===== src/rtl/calc_seq_ctrl.sv =====
// Control sequencer for the calculator datapath: small calculator, multiplier pipeline, divider.
// Optional handshake timeout is compiled in when CALC_SEQ_TIMEOUT_EN is defined.
module calc_seq_ctrl #(
   parameter int unsigned PIPE_DEPTH = 4,
   parameter int unsigned CNT_W      = 8,
   parameter int unsigned TIMEOUT    = 200
) (
   input  logic       CLK,
   input  logic       rst,
   input  logic       Go,
   input  logic [2:0] F_Q,
   input  logic       sm_calc_Done,
   input  logic       div_Done,
   input  logic       div_Err,
   output logic       F_en,
   output logic       X_en,
   output logic       Y_en,
   output logic [1:0] Y_sel,
   output logic       sm_calc_Go,
   output logic [1:0] sm_calc_Op,
   output logic       mul_en,
   output logic       div_Go,
   output logic [1:0] Sel_H,
   output logic [1:0] Sel_L,
   output logic       OutH_en,
   output logic       OutL_en,
   output logic       Done,
   output logic       Busy,
   output logic       Err,
   output logic [3:0] CS
);

   typedef enum logic [3:0] {
      StIdle    = 4'd0,
      StLoad    = 4'd1,
      StDecode  = 4'd2,
      StSmGo    = 4'd3,
      StSmWait  = 4'd4,
      StMulRun  = 4'd5,
      StMulWb   = 4'd6,
      StDivGo   = 4'd7,
      StDivWait = 4'd8,
      StDone    = 4'd9
   } state_e;

   localparam logic [CNT_W-1:0] MulLast = CNT_W'(PIPE_DEPTH - 1);
`ifdef CALC_SEQ_TIMEOUT_EN
   localparam logic [CNT_W-1:0] WaitLast = CNT_W'(TIMEOUT - 1);
`endif

   if (PIPE_DEPTH < 1 || 64'(TIMEOUT) >= (64'd1 << CNT_W)) begin : g_param_check
      $fatal(1, "calc_seq_ctrl: PIPE_DEPTH must be >= 1 and TIMEOUT < 2**CNT_W");
   end

   state_e           state_q, state_d;
   logic [CNT_W-1:0] cnt_q, cnt_d;
   logic             err_q, err_d;
   logic [1:0]       sm_op;

   assign sm_op = F_Q[0] ? 2'b10 : 2'b11;
   assign Err   = err_q;
   assign CS    = state_q;

   always_ff @(posedge CLK) begin
      if (rst) begin
         state_q <= StIdle;
         cnt_q   <= '0;
         err_q   <= 1'b0;
      end else begin
         state_q <= state_d;
         cnt_q   <= cnt_d;
         err_q   <= err_d;
      end
   end

   always_comb begin
      state_d    = state_q;
      cnt_d      = '0;
      err_d      = err_q;
      F_en       = 1'b0;
      X_en       = 1'b0;
      Y_en       = 1'b0;
      Y_sel      = 2'b00;
      sm_calc_Go = 1'b0;
      sm_calc_Op = 2'b00;
      mul_en     = 1'b0;
      div_Go     = 1'b0;
      Sel_H      = 2'b00;
      Sel_L      = 2'b00;
      OutH_en    = 1'b0;
      OutL_en    = 1'b0;
      Done       = 1'b0;
      Busy       = 1'b0;

      case (state_q)
         StIdle: begin
            // Err is cleared as LOAD is entered so it reads 0 throughout the new operation
            if (Go) begin
               state_d = StLoad;
               err_d   = 1'b0;
            end
         end
         StLoad: begin
            Busy    = 1'b1;
            F_en    = 1'b1;
            X_en    = 1'b1;
            Y_en    = 1'b1;
            Y_sel   = 2'b10;
            state_d = StDecode;
         end
         StDecode: begin
            Busy = 1'b1;
            case (F_Q)
               3'b000, 3'b001: state_d = StSmGo;
               3'b010:         state_d = StDivGo;
               3'b100, 3'b101: begin
                  Y_en    = 1'b1;
                  Y_sel   = 2'b01;
                  state_d = StMulRun;
               end
               3'b110: begin
                  Y_en    = 1'b1;
                  Y_sel   = 2'b11;
                  state_d = StMulRun;
               end
               default: begin
                  err_d   = 1'b1;
                  state_d = StDone;
               end
            endcase
         end
         StSmGo: begin
            Busy       = 1'b1;
            sm_calc_Go = 1'b1;
            sm_calc_Op = sm_op;
            state_d    = StSmWait;
         end
         StSmWait: begin
            Busy       = 1'b1;
            sm_calc_Op = sm_op;
            if (sm_calc_Done) begin
               Sel_L   = 2'b11;
               OutL_en = 1'b1;
               state_d = StDone;
            end
`ifdef CALC_SEQ_TIMEOUT_EN
            else if (cnt_q == WaitLast) begin
               err_d   = 1'b1;
               state_d = StDone;
            end else begin
               cnt_d = cnt_q + CNT_W'(1);
            end
`endif
         end
         StMulRun: begin
            Busy   = 1'b1;
            mul_en = 1'b1;
            if (cnt_q == MulLast) begin
               state_d = StMulWb;
            end else begin
               cnt_d = cnt_q + CNT_W'(1);
            end
         end
         StMulWb: begin
            Busy    = 1'b1;
            Sel_H   = 2'b10;
            Sel_L   = 2'b11;
            OutH_en = 1'b1;
            OutL_en = 1'b1;
            state_d = StDone;
         end
         StDivGo: begin
            Busy    = 1'b1;
            div_Go  = 1'b1;
            state_d = StDivWait;
         end
         StDivWait: begin
            Busy = 1'b1;
            if (div_Done) begin
               // A divide-by-zero leaves the output registers untouched
               if (!div_Err) begin
                  Sel_H   = 2'b10;
                  Sel_L   = 2'b01;
                  OutH_en = 1'b1;
                  OutL_en = 1'b1;
               end
               err_d   = div_Err;
               state_d = StDone;
            end
`ifdef CALC_SEQ_TIMEOUT_EN
            else if (cnt_q == WaitLast) begin
               err_d   = 1'b1;
               state_d = StDone;
            end else begin
               cnt_d = cnt_q + CNT_W'(1);
            end
`endif
         end
         StDone: begin
            Busy    = 1'b1;
            Done    = 1'b1;
            state_d = StIdle;
         end
         default: state_d = StIdle;
      endcase
   end

endmodule


===== config.mk =====
export PLATFORM = sky130hd
export DESIGN_NAME = calc_seq_ctrl
export DESIGN_NICKNAME = d
export VERILOG_FILES = /design/src/rtl/calc_seq_ctrl.sv
export SDC_FILE = /design/constraint.sdc
export NUM_CORES = 1
export LEC_CHECK = 0
export CAP_MARGIN = 20
export CORE_ASPECT_RATIO = 1.1
export CORE_MARGIN = 2
export CORE_UTILIZATION = 30
export CTS_BUF_LIST = sky130_fd_sc_hd__clkbuf_4 sky130_fd_sc_hd__clkbuf_8 sky130_fd_sc_hd__clkbuf_16
export DETAILED_ROUTE_END_ITERATION = 10
export MAX_ROUTING_LAYER = met4
export PLACE_DENSITY_LB_ADDON = 0.1
export SETUP_SLACK_MARGIN = 0.3
export SYNTH_ARGS = -nofsm -noshare
export SYNTH_HDL_FRONTEND = slang
export SYNTH_SLANG_ARGS = --single-unit

===== constraint.sdc =====
create_clock -name CLK -period 1.4 [get_ports CLK]
set_clock_uncertainty 0.15 [all_clocks]
set_input_delay 0.14 -clock CLK [delete_from_list [all_inputs] [get_ports CLK]]
set_output_delay 0.14 -clock CLK [all_outputs]
set_load 0.02 [all_outputs]

### Yosys cells after proc, flatten, opt, wreduce, memory -nomap -nowiden

Index checks and enable logic that the tools add are counted.

* add/subtract/negate cells: 1
* equal/unequal tests: 20
* muxes and demuxes: 34
* bitwise gates (word level): 1
* reductions and logical operators: 12

Operators with widths (count)
* $pmux 4 s9: 1
* $eq 4x3->1 const B: 4
* $mux 1: 16
* $mux 4: 4
* $pmux 2 s2: 3
* $pmux 4 s3: 1
* $ne 2x2->1 const B: 5
* $eq 3x3->1 const B: 3
* $reduce_or 9->1: 1
* $add 8x1->8 const B: 1
* $eq 4x2->1 const B: 2
* $eq 4x4->1 const B: 2
* $eq 8x2->1 const B: 1
* $mux 2: 4
* $reduce_and 4->1: 2
* $pmux 1 s3: 2
* $pmux 2 s3: 1
* $reduce_or 2->1: 3
* $reduce_or 3->1: 2
* $reduce_or 6->1: 1
* $eq 4x1->1 const B: 1
* $logic_not 4->1: 1
* $pmux 1 s2: 2
* $eq 3x1->1 const B: 1
* other kinds (4): 4

* register bits: 13
* output and inout bits: 23
* word-level logic and storage cells: 71

### Logic depth before layout (Yosys ltp)

Gate-level depths: netlist (run 1).

* depth after elaboration: 4
* mapped depth: 6
* mapped depth without buffers: 4

### Worst setup path before layout (run 1)

Ideal clock, no wire load.

* kind: reg2out
* from: register state_q[1], in the netlist CS[1]
* to: output port Sel_L[0]
* data arrival time: 2.026 ns
* required time: 1.110 ns
* setup slack: -0.916 ns
* stages on the path, launching flop included: 7
* cells stage by stage: dfxtp_1 -> buf_4 -> clkbuf_1 -> nor2_1 -> nor3_1 -> o21bai_1 -> buf_4

* longest elaborated chain between the ends: 2

RTL lines
* from (decl): RTL line 55 `state_e state_q, state_d;`
* from (signal assigned): RTL line 66 `state_q <= StIdle;`
* from (signal assigned): RTL line 70 `state_q <= state_d;`
* $eq 4x4->1 or $eq 4x3->1 (tied branches): RTL line 95 `case (state_q)`
* $pmux 2 s3 *: RTL line 95
* to (decl): RTL line 24 `output logic [1:0] Sel_L,`

Mark *: on every way between the ends. The rest lies on a longest branch, timed or not.

### Worst setup path after layout (run 1)

* from: register state_q[2], in the netlist CS[2]
* to: output port Y_en

* longest elaborated chain between the ends: 2

RTL lines
* $eq 4x2->1 or $eq 4x1->1 (tied branches): RTL line 95
* $pmux 1 s2 *: RTL line 95
* to (decl): RTL line 17 `output logic Y_en,`

Marked as above.

==> results of run 1 <==
state kept, by name, indices dropped and copies added (netlist names):
register,cells
CS,4
Err,1
cnt_q,8
report_power, final:
| part | internal [mW] | switching (mW) |
|---|---|---|
| Clock | 0.130 | 0.122 |
| Sequential | 0.460 | 0.0935 |
| Combinational | 1.73 | 1.42 |
| Total | 2.32 | 1.64 |
per-stage QoR:
stage / TNS, ns / power (mW) / cell area [sq um]
floorplan: -2.797 / 2.052 / 1139
global placement: -13.19 / 2.941 / 1710
detailed placement: -13.50 / 2.964 / 1710
CTS: -8.775 / 3.854 / 1982
global route: -10.58 / 4.197 / 2036
finish: -8.513 / 3.959 / 2036
routing by layer:
metal  up-vias  wire, um
li1        576         -
met1       514      1147
met2        20      1651
met3         2        87
met4         0         8
met5         -         0
final timing paths:
| kind | start | endpoint | cells past startpoint |
|---|---|---|---|
| min | rst | CS[1] | 3 |
| min reg2reg | cnt_q[0] | cnt_q[0] | 2 |
| max reg2reg | CS[2] | CS[0] | 6 |
| max | CS[2] | Y_en | 5 |
kinds of logic (layout without fill, tap and decap cells):
kind of cell,count (synthesis),count (layout),synth area share
and+or+nand+nor,61,61,0.3842
xor gates and xnor gates,7,7,0.06560
DFF,13,13,0.2784
AOI/OAI and AO/OA,18,18,0.1687
other,1,1,0.004012
muxes,1,1,0.01071
buffers and inverters,13,97,0.07497
adders and majority gates,1,1,0.01338
worst max-delay path: stages (launching register included):
cell and delay (ns):
sky130_fd_sc_hd__dfxtp_4 0.37, sky130_fd_sc_hd__buf_8 0.12, sky130_fd_sc_hd__a2111oi_4 0.34, sky130_fd_sc_hd__and2_4 0.20, sky130_fd_sc_hd__or2_4 0.10, sky130_fd_sc_hd__buf_6 0.10
placed cells by master (no fill, tap or decap), types with 3 or more instances in the layout:
cell type,count
sky130_fd_sc_hd__dfxtp_2,3
sky130_fd_sc_hd__buf_8,4
sky130_fd_sc_hd__nor3_4,4
sky130_fd_sc_hd__nand2b_4,5
sky130_fd_sc_hd__nor2_4,6
sky130_fd_sc_hd__dfxtp_4,4
sky130_fd_sc_hd__buf_4,45
sky130_fd_sc_hd__xor2_1,6
sky130_fd_sc_hd__dfxtp_1,6
sky130_fd_sc_hd__and3_1,3
sky130_fd_sc_hd__clkbuf_4,4
sky130_fd_sc_hd__nor2_1,12
sky130_fd_sc_hd__nand3_1,6
sky130_fd_sc_hd__nor3_2,4
sky130_fd_sc_hd__nand2_1,3
sky130_fd_sc_hd__buf_6,30
sky130_fd_sc_hd__inv_1,3
sky130_fd_sc_hd__clkdlybuf4s50_1,7
cell type report:
type                            count  share of cell area
Multi-Input combinational cell     89              0.4069
Inverter                            3            0.005532
Clock buffer                        4             0.01475
Sequential cell                    13              0.1371
Tap cell                           34             0.02090
Timing Repair Buffer               90              0.4149
repair_timing:
item,4_1_cts,5_1_grt
cloned,0,0
setup endpoints to repair,35,35
setup buffers,14,3
gates resized for setup,157,8
pin swaps,14,9
==> metrics.log, run 1 <==
INFO  metric run_status = complete, but fails checks
INFO  metric violated_checks = negative setup slack
INFO  metric ys_dominant_reg_cell = sky130_fd_sc_hd__dfxtp_1
INFO  metric gr-max-usage-layer = met2
INFO  metric grt_usage = 0.1758
INFO  metric cts_inserted_buffers = 3
INFO  metric setup.worst_path.end_class = output pin
INFO  metric finalCritPeriodShare = 1.286
INFO  metric ios = 32
INFO  metric grt_antenna_before_repair = 0
INFO  metric fraction_of_layout_instances_using_a_drive_strength_above_1 = 0.6633
INFO  metric grt_start_max_net_pins = 9
INFO  metric syn-mean-instance-area = 8.127 sq um
INFO  metric synthMostInstantiatedCell = sky130_fd_sc_hd__nor2_1
INFO  metric yosys-top-cells-count = sky130_fd_sc_hd__nor2_1, sky130_fd_sc_hd__dfxtp_1
INFO  metric cell_taking_the_most_area_after_synthesis = sky130_fd_sc_hd__dfxtp_1
INFO  metric wire_per_inst = 12.42 um
INFO  metric finish.utilization = 0.6737
INFO  metric area_growth = 117.8%
INFO  metric coreArea = 3022 sq um
INFO  metric detail-route-antenna-nets = 0
INFO  metric fillCellCount = 260
INFO  metric critical_path_arrival = 1.51 ns
INFO  metric antennaDiodeCount = 0
INFO  metric clock_sink_count = 13
INFO  metric placed_cells = 212
INFO  metric cts-htree-levels = 1
INFO  metric fmax = 0.5553 GHz
INFO  metric holdWs = 0.3854 ns
INFO  metric drt-pass1-iter-count = 4
INFO  metric final-setup-viol-count = 30
INFO  metric netlist_area = 934.6 sq um
INFO  metric globalRoute.totalOverflow = 0
INFO  metric initialDrtViolationCount = 24
INFO  metric die_w = 57.22 um
INFO  metric async_reset_ff_frac = 0
INFO  metric synth_cell_type_count = 43
INFO  metric via_per_inst = 4.773
INFO  metric fin_ws = -0.4010 ns
INFO  metric critical_path_peak_fanout = 4
INFO  metric port_buffers = 30
INFO  metric area_used_by_multi_input_combinational_logic = 828.3 sq um
INFO  metric seq_area = 279.0 sq um
INFO  metric first_global_vias = 1169
INFO  metric post_cts_hold_buffer_count = 0
INFO  metric max_root_sink_buffers = 2
INFO  metric design.die.area = 3579 sq um
INFO  metric met3_usage = 0.01863
INFO  metric p_per_area = 1945 nW/um^2
INFO  metric die_y = 62.54 um
INFO  metric critical_path.startpoint_type = register
INFO  metric first_pass_grt_wire_length = 5009 um
INFO  metric vdd_drop_max = 0.001674 V
INFO  metric critical_path_class = reg -> out
INFO  metric biggest_area_contributors_in_the_synthesized_netlist = sky130_fd_sc_hd__dfxtp_1, sky130_fd_sc_hd__nor2_1, sky130_fd_sc_hd__xor2_1
INFO  metric yosys.area.top_type_share = 0.2784
INFO  metric timing.max_cap.violations = 0
INFO  metric synth_warnings = 0
INFO  metric number_of_flops_mapped_to_enable_cells_by_yosys = 0
INFO  metric final_cells = 233
INFO  metric worst_setup_hold_path_clk_slew = 0.08 ns
INFO  metric clk_root_buffer_cell = sky130_fd_sc_hd__clkbuf_4
INFO  metric seq_cells_post_synth = 13
INFO  metric p_leak = 0.8860 nW
INFO  metric seq_area_frac_synth = 0.2784
INFO  metric critPathRequiredTime = 1.11 ns
INFO  metric clock_latency_at_the_later_pin_of_the_worst_skew_pair = 0.27 ns
INFO  metric grt.met2_usage = 0.3276
INFO  metric synth_nets = 125
INFO  metric drc = 0
INFO  metric grt_setup_unrepaired = yes
INFO  metric dpl.hpwl = 2178 um
INFO  metric report.final.hold_viol_count = 0
INFO  metric dp_worst_setup_slack = -0.7811 ns
INFO  metric totalWireLength = 2895 um
INFO  metric fp-row-count = 21
INFO  metric finalNetCount = 210
INFO  metric grt.met1_usage = 0.1934
INFO  metric finalMaxSlewViolations = 0
INFO  metric netlist_instances = 115
INFO  metric tritoncts = done
INFO  metric worstHoldPathType = in -> reg
INFO  metric min_period = 1.801 ns
INFO  metric place_congestion = 0.7832
INFO  metric r2r_setup_slack = -0.34 ns
INFO  metric num_vias = 1112
INFO  metric effective_utilization_at_floorplan = 0.3093
Power figures use the tool's default switching activity.
==> run 2: changes to the inputs <==
--- a/config.mk
+++ b/config.mk
@@ -5,7 +5,7 @@
 export SDC_FILE = /design/constraint.sdc
 export NUM_CORES = 1
 export LEC_CHECK = 0
-export CAP_MARGIN = 20
+export ABC_AREA = 1
 export CORE_ASPECT_RATIO = 1.1
 export CORE_MARGIN = 2
 export CORE_UTILIZATION = 30
==> metrics.log, run 2 <==
INFO  metric run_status = complete, but fails checks
INFO  metric violated_checks = negative setup slack
INFO  metric setup.worst_path.end_class = output pin
INFO  metric critical_path.startpoint_type = register
INFO  metric ios = 32
INFO  metric clock_latency_at_the_later_pin_of_the_worst_skew_pair = 0.27 ns
INFO  metric synth_cell_type_count = 25
INFO  metric async_reset_ff_frac = 0
INFO  metric ys_dominant_reg_cell = sky130_fd_sc_hd__dfxtp_1
INFO  metric grt_setup_unrepaired = yes
INFO  metric first_global_vias = 1125
INFO  metric syn-mean-instance-area = 6.714 sq um
INFO  metric fraction_of_layout_instances_using_a_drive_strength_above_1 = 0.7442
INFO  metric critical_path_class = reg -> out
INFO  metric die_w = 56.21 um
INFO  metric regMostFlops = cnt_q
INFO  metric globalRoute.totalOverflow = 0
INFO  metric postPlaceCellArea = 1543 sq um
INFO  metric final.setup.tns = -6.400 ns
INFO  metric hold_path_depth = 2
INFO  metric min_period = 1.705 ns
INFO  metric final-setup-viol-count = 30
INFO  metric seq_area = 277.8 sq um
INFO  metric placed_cells = 222
INFO  metric worstHoldPathType = reg -> reg
INFO  metric first_pass_grt_wire_length = 4781 um
INFO  metric fin_ws = -0.3054 ns
INFO  metric totalWireLength = 3133 um
INFO  metric finalCritPeriodShare = 1.218
INFO  metric grt_antenna_before_repair = 0
INFO  metric synth_nets = 144
INFO  metric totalPowerFinal = 3.793 mW
INFO  metric initialDrtViolationCount = 22
INFO  metric gr-max-usage-layer = met2
INFO  metric timing.max_cap.violations = 0
INFO  metric seq_cells_post_synth = 13
INFO  metric cts_inserted_buffers = 3
INFO  metric layout_common_cells = sky130_fd_sc_hd__buf_4, sky130_fd_sc_hd__buf_6, sky130_fd_sc_hd__inv_2
INFO  metric dp_worst_setup_slack = -0.6089 ns
INFO  metric met3_usage = 0.02101
INFO  metric fin_area = 2013 sq um
INFO  metric report.final.hold_viol_count = 0
INFO  metric worst_setup_hold_path_clk_slew = 0.07 ns
INFO  metric critical_path_peak_fanout = 5
INFO  metric coreArea = 2803 sq um
INFO  metric detail-route-antenna-nets = 0
INFO  metric grt_start_max_net_pins = 9
INFO  metric p_per_area = 1884 nW/um^2
INFO  metric drt-pass1-iter-count = 4
INFO  metric cell_taking_the_most_area_after_synthesis = sky130_fd_sc_hd__dfxtp_1
INFO  metric antennaDiodeCount = 0
INFO  metric dpl.hpwl = 2094 um
INFO  metric tritoncts = done
INFO  metric critPathRequiredTime = 1.11 ns
INFO  metric synthMostInstantiatedCell = sky130_fd_sc_hd__nand2_1
INFO  metric p_leak = 0.9085 nW
INFO  metric number_of_flops_mapped_to_enable_cells_by_yosys = 0
INFO  metric finalMaxSlewViolations = 0
INFO  metric post_cts_hold_buffer_count = 0
INFO  metric largest_register_ff_count = 8
INFO  metric area_growth = 123.8%
INFO  metric netlist_instances = 134
INFO  metric place_congestion = 0.7718
INFO  metric number_of_cell_instances_on_the_worst_register_to_register_path = 10
INFO  metric num_vias = 1201
INFO  metric final_cells = 248
INFO  metric design.die.area = 3453 sq um
INFO  metric vdd_drop_max = 0.001307 V
INFO  metric effective_utilization_at_floorplan = 0.3210
INFO  metric netlist_area = 899.6 sq um
INFO  metric grt.met1_usage = 0.1731
INFO  metric die_y = 61.44 um
INFO  metric wire_per_inst = 12.63 um
INFO  metric seq_area_frac_synth = 0.2893
INFO  metric critical_path_arrival = 1.42 ns
INFO  metric clk_root_buffer_cell = sky130_fd_sc_hd__clkbuf_4
INFO  metric clock_sink_count = 13
INFO  metric drc = 0
INFO  metric biggest_area_contributors_in_the_synthesized_netlist = sky130_fd_sc_hd__dfxtp_1, sky130_fd_sc_hd__nand2_1, sky130_fd_sc_hd__nand3_1
INFO  metric fmax = 0.5864 GHz
INFO  metric fp-row-count = 20
INFO  metric port_buffers = 30
INFO  metric cts-htree-levels = 1
INFO  metric synth_warnings = 0
INFO  metric yosys.area.top_type_share = 0.2893
INFO  metric max_root_sink_buffers = 2
INFO  metric fillCellCount = 211
INFO  metric layout_commonest_cell = sky130_fd_sc_hd__buf_4
INFO  metric yosys-top-cells-count = sky130_fd_sc_hd__nand2_1, sky130_fd_sc_hd__nor2_1, sky130_fd_sc_hd__inv_1, sky130_fd_sc_hd__nand3_1, sky130_fd_sc_hd__dfxtp_1
INFO  metric finalNetCount = 226
INFO  metric grt_usage = 0.1809
INFO  metric grt.met2_usage = 0.3580
INFO  metric area_used_by_multi_input_combinational_logic = 795.8 sq um
INFO  metric via_per_inst = 4.843
run 2: logic make-up (layout without fill, tap and decap cells):
family | count (synthesis) | after routing | synth area share
buffers and inverters | 29 | 110 | 0.1433
AOI/OAI and AO/OA | 13 | 13 | 0.07927
adders and majority gates | 1 | 1 | 0.01391
DFF | 13 | 13 | 0.2893
and+or+nand+nor | 77 | 77 | 0.4701
other | 1 | 1 | 0.004168
run 2: worst paths after layout:
check | startpoint | endpoint | slack [ns]
setup / recovery | CS[3] | OutL_en | -0.31
hold / removal | cnt_q[7] | cnt_q[7] | 0.33
setup reg to reg | CS[3] | CS[3] | -0.25
hold reg to reg | cnt_q[7] | cnt_q[7] | 0.33
run 2: routing by layer:
layer	vias to the layer above	routed length [um]
met5	-	0
met4	0	68
met3	7	143
met2	33	1797
met1	571	1124
li1	590	-
run 2: per-stage QoR:
step | hold slack [ns] | util
2_1_floorplan | 0.05036 | -
3_3_place_gp | 0.2980 | 0.5504
3_5_place_dp | 0.3094 | 0.5504
4_1_cts | 0.3267 | 0.6451
5_1_grt | 0.3416 | 0.7183
6_report | 0.3251 | 0.7183
run 2: area by class of cell:
cell class | instances | area share
multi-input cells | 92 | 0.3953
repair buffers | 82 | 0.3791
flip-flops and latches | 13 | 0.1380
clock buffers | 4 | 0.01492
inverters | 24 | 0.05221
well taps | 33 | 0.02051
run 2: report_power, final:
| group | switching, mW | internal, mW | total (mW) | leakage, nW |
|---|---|---|---|---|
| clock network | 0.112 | 0.130 | 0.241 | 0.0184 |
| logic | 1.51 | 1.49 | 3.00 | 0.781 |
| registers | 0.0949 | 0.457 | 0.551 | 0.109 |
| total | 1.71 | 2.08 | 3.79 | 0.908 |
run 2: what timing repair did:
action | 4_1_cts | 5_1_grt
buffers inserted | 11 | 11
pin swaps | 19 | 15
resized for setup | 164 | 31
cloned | 0 | 0
endpoints found under the setup margin | 35 | 34
run 2: critical path, stage by stage, from the launching register on:
cell and delay, ns:
sky130_fd_sc_hd__dfxtp_4 0.36, sky130_fd_sc_hd__buf_12 0.14, sky130_fd_sc_hd__nor2_4 0.23, sky130_fd_sc_hd__nand3_4 0.14, sky130_fd_sc_hd__nand3_2 0.12, sky130_fd_sc_hd__buf_4 0.14
==> variant 1 (settings of run 2) <==
Reset style: asynchronous (`rst`), changed in one clocked block.
--- a/src/rtl/calc_seq_ctrl.sv
+++ b/src/rtl/calc_seq_ctrl.sv
@@ -63,3 +63,3 @@
 
-   always_ff @(posedge CLK) begin
+   always_ff @(posedge CLK or posedge rst) begin
       if (rst) begin
Behaviour: differs if rst is asserted again (counterexample within 4 cycles, from zero or initial values and one cycle with rst high); with rst held inactive, the same outputs for 10 cycles.
==> variant 1 against run 2 <==
The run still ends with setup timing left; total power decreased by 8.0%; cell area about the same; sequential cell count unchanged; wire length shrank 3.0%; sequential power shrank 2%; setup slack gained 0.015 ns; core utilization shrank 5.2 points; synthesized area is 4.2% higher; critical path type unchanged; critical endpoint is now Y_sel[1].
==> variant 1: results (changes against run 2) <==
* Placer Congestion at 0.9152 (+19%)
* Placed cells at 226 (+1.8%)
* Comb. pwr at 2700 uW (-10%)
* Gate power share at 77.3% (-1.8 points)
* Total GRT Usage at 17.62% (-0.47 points)
* Status: finished with violations
* Post-synthesis cell count at 133 (-0.75%)
* Leakage at 0.0009736 uW (+7.2%)
* Setup violations, final at 31 (+3.3%)
* Worst-path clk slew at 0.09 ns (+0.02 ns)
* Worst hold path type: in -> async
* Count of non-filler cells in the finished layout at 243 (-2.0%)
* Violated checks: setup timing
* Max stage delay on crit path at 0.46 ns (+0.10 ns)
* Sw Ratio at 46.13% (+0.93 points)
* Critical Path Slowest Stage Cell: dfrtp_2
* Final WS setup at -0.2902 ns (+0.01513 ns)
* Share of layout cells above drive strength 1 at 67.94% (-6.5 points)
* VDD IR-drop max at 1027 uV (-21%)
* Top_reg_cell synth: dfrtp_1
* Post-CTS Setup Inserts at 7 (-4)
* Net count after synthesis at 143 (-0.69%)
* Pre-CTS setup slack at -0.5109 ns (+0.09809 ns)
* Vias in the first global route at 1085 (-3.6%)
* Crit path DAT at 1.40 ns (-0.02 ns)
* Post-synthesis sequential area ratio at 34.71% (+5.8 points)
* Post-synth top cells: nand2_1 (27), nor2_1 (23), dfrtp_1 (13)
* NumNets Final at 220 (-2.7%)
* Crit path max-delay family: flip-flops
* Hold-fix buffers, CTS at 1 (+1)
* Fill count at 220 (+4.3%)
* Drt pass-1 iters at 2 (-2)
* CTS resizes at 160 (-2.4%)
==> variant 1: changes by cell type after synthesis, moves of 3 or more <==
cell     change
nand2_1      +6
dfrtp_1     +13
inv_1        -4
nand3_1      -3
dfxtp_1     -13
nor2_1       +6
a21oi_1      -4
==> variant 1: logic make-up (layout without fill, tap and decap cells) <==
group                      count (synthesis)  after routing  synth area share [%]
buffers and inverters                     24            100                 11.48
AOI/OAI and AO/OA                          8              8                 4.673
and+or+nand+nor                           83             83                 44.59
other                                      1              1                0.4001
DFF                                       13             13                 34.71
adders and majority gates                  1              1                 1.335
xor gates and xnor gates                   3              3                 2.804
==> variant 1: per-layer routing <==
layer	GRT usage [%]	wire length, um
met1	19.85	1194
met5	-	0
met4	6.105	72
met2	31.61	1712
met3	2.070	60
==> variant 1: area by class of cell <==
type	count	area, um2	area share, %
Timing Repair Buffer	76	732.0	36.34
Sequential cell	13	330.3	16.40
Tap cell	34	42.54	2.112
Inverter	20	105.1	5.217
Clock buffer	4	30.03	1.491
Multi-Input combinational cell	96	774.5	38.45
==> variant 1: final timing paths <==
check,start,end,slack (ns),cells past startpoint
worst max-delay path,CS[2]$_DFFE_PP0P_,Y_sel[1],-0.29,4
worst min-delay path,rst,cnt_q[2]$_DFF_PP0_,0.02,3
worst max register to register,CS[2]$_DFFE_PP0P_,CS[3]$_DFFE_PP0P_,-0.23,10
worst min register to register,cnt_q[0]$_DFF_PP0_,cnt_q[0]$_DFF_PP0_,0.32,1
max in group asynchronous,rst,CS[0]$_DFFE_PP0P_,0.37,3
min in group CLK,cnt_q[0]$_DFF_PP0_,cnt_q[0]$_DFF_PP0_,0.32,1
==> variant 2 (settings of run 2) <==
Made on the original files. Set the parameter `CNT_W` to 10 (it was 8).
--- a/src/rtl/calc_seq_ctrl.sv
+++ b/src/rtl/calc_seq_ctrl.sv
@@ -4,3 +4,3 @@
    parameter int unsigned PIPE_DEPTH = 4,
-   parameter int unsigned CNT_W      = 8,
+   parameter int unsigned CNT_W      = 10,
    parameter int unsigned TIMEOUT    = 200
Behaviour: same outputs for any inputs over 10 cycles, from zero or initial values and one cycle with rst high; that may be too few to reach the edited logic, so the function may still have changed.
==> variant 2 against run 2 <==
The flow still finishes with violations (setup timing); setup slack worse by 0.080 ns; sequential cell count up 2; global-route usage up 1.6 points; wire length up 8.8%; synthesized area up 6.0%; cell area up 7.8%; count of clock-buffer cells in the layout unchanged; sequential share of layout area up 0.84 points; total power up 1.3%; hold slack better by 0.017 ns; critical path type unchanged; largest cell class unchanged; largest power group unchanged.
==> variant 2: results (changes against run 2) <==
* Critical hold path startpoint: Err$_SDFFE_PP0P_
* Crit Reg-Reg Startpoint: CS[1]$_SDFFE_PP0P_
* Fill count at 225 (+6.6%)
* DR vias/cell at 4.733 (-2.3%)
* Count of non-filler cells in the finished layout at 273 (+10%)
* DP HPWL at 2321 um (+11%)
* Crit path DAT at 1.50 ns (+0.08 ns)
* Placed cells at 258 (+16%)
* Met1 WL at 1347 um (+20%)
* VDD IR-drop max at 1238 uV (-5.3%)
* Cells on worst reg2reg path at 9 (-1)
* Total GRT Usage at 19.70% (+1.6 points)
* Crit path launch: CS[2]$_SDFFE_PP0P_
* Critical-path maximum fanout at 4 (-1)
* Routed wire length at 3409 um (+8.8%)
* Share of layout cells above drive strength 1 at 61.51% (-13 points)
* Worst-path clk slew at 0.09 ns (+0.02 ns)
* Placer Congestion at 0.7734 (+0.21%)
* Net count after synthesis at 168 (+17%)
* DR iter-0 viols at 27 (+23%)
* Violated checks: setup timing
* Max FFs per register at 10 (+2)
* Setup violations, final at 32 (+6.7%)
* Post-synth top cells: nand2_1 (33), nor2_1 (30), inv_1 (28)
* Status: finished with violations
* Final WS setup at -0.3853 ns (-0.07991 ns)
* Crit path max-delay family: flip-flops
* R2R setup slack at -0.15 ns (+0.10 ns)
* Largest cells by area after synthesis: dfxtp_1 (31%), nand2_1 (13%), nor2_1 (12%)
* First-pass GRT wire length at 5561 um (+16%)
* Area after DPL at 1742 um2 (+13%)
* Met3 wire length at 154 um (+7.7%)
* NumNets Final at 250 (+11%)
variant 2: report_power, final:
part	internal, uW	switching, uW	leakage [uW]	total (uW)
registers	511	113	0.000125	624
clock network	130	138	0.0000184	268
logic	1480	1470	0.000828	2950
total	2130	1720	0.000972	3840
variant 2: worst reg2reg max path, delay by kind of cell (launching register included):
family | cells | cell delay [ns]
buffers and inverters | 5 | 0.48
flip-flops | 1 | 0.39
AND/OR/NAND/NOR | 4 | 0.44
variant 2: metrics by stage:
step | hold WS, ns | power (uW) | setup TNS [ns] | setup WS, ns
CTS | 0.3428 | 3529 | -3.831 | -0.3354
global placement | 0.3170 | 2713 | -8.024 | -0.5481
global route | 0.3827 | 4081 | -6.791 | -0.4295
floorplan | 0.05942 | 1745 | -0.07099 | -0.03107
finish | 0.3426 | 3841 | -4.431 | -0.3853
detailed placement | 0.3304 | 2733 | -8.225 | -0.5774
variant 2: final cells by class:
cell class	instances	area (um2)	area share (%)
well taps	34	42.54	1.960
multi-input cells	112	874.6	40.29
clock buffers	4	30.03	1.383
inverters	28	125.1	5.764
flip-flops and latches	15	317.8	14.64
repair buffers	80	780.7	35.97
variant 2: how the worst max path moves through the flow:
| stage | to | slack, ns |
|---|---|---|
| after global placement | Y_en | -0.55 |
| after detailed placement | Y_en | -0.58 |
| after global routing | Y_sel[1] | -0.43 |
| final | Y_sel[1] | -0.39 |
| after floorplan | Y_sel[1] | -0.03 |
| after CTS | Y_sel[1] | -0.34 |
variant 2: kinds of logic after synthesis:
logic type,share of synthesized area [%]
AND/OR/NAND/NOR,42.52
buffers and inverters,14.17
AO/OA/AOI/OAI,9.186
flip-flops,31.50
XOR/XNOR,0.9188
adder cells (fa/ha/maj),1.312
other,0.3933
variant 2: per-layer routing:
| layer | up-vias | GRT usage [%] |
|---|---|---|
| li1 | 665 | - |
| met4 | 0 | 8.430 |
| met5 | - | - |
| met1 | 579 | 20.76 |
| met2 | 37 | 36.51 |
| met3 | 11 | 1.643 |
variant 2: repair_timing:
| item | 4_1_cts | 5_1_grt |
|---|---|---|
| cloned | 1 | 0 |
| hold buffers | 0 | 0 |
| buffers inserted | 7 | 3 |
| setup endpoints to repair | 37 | 37 |
| pin swaps | 19 | 10 |
| resized for setup | 182 | 21 |
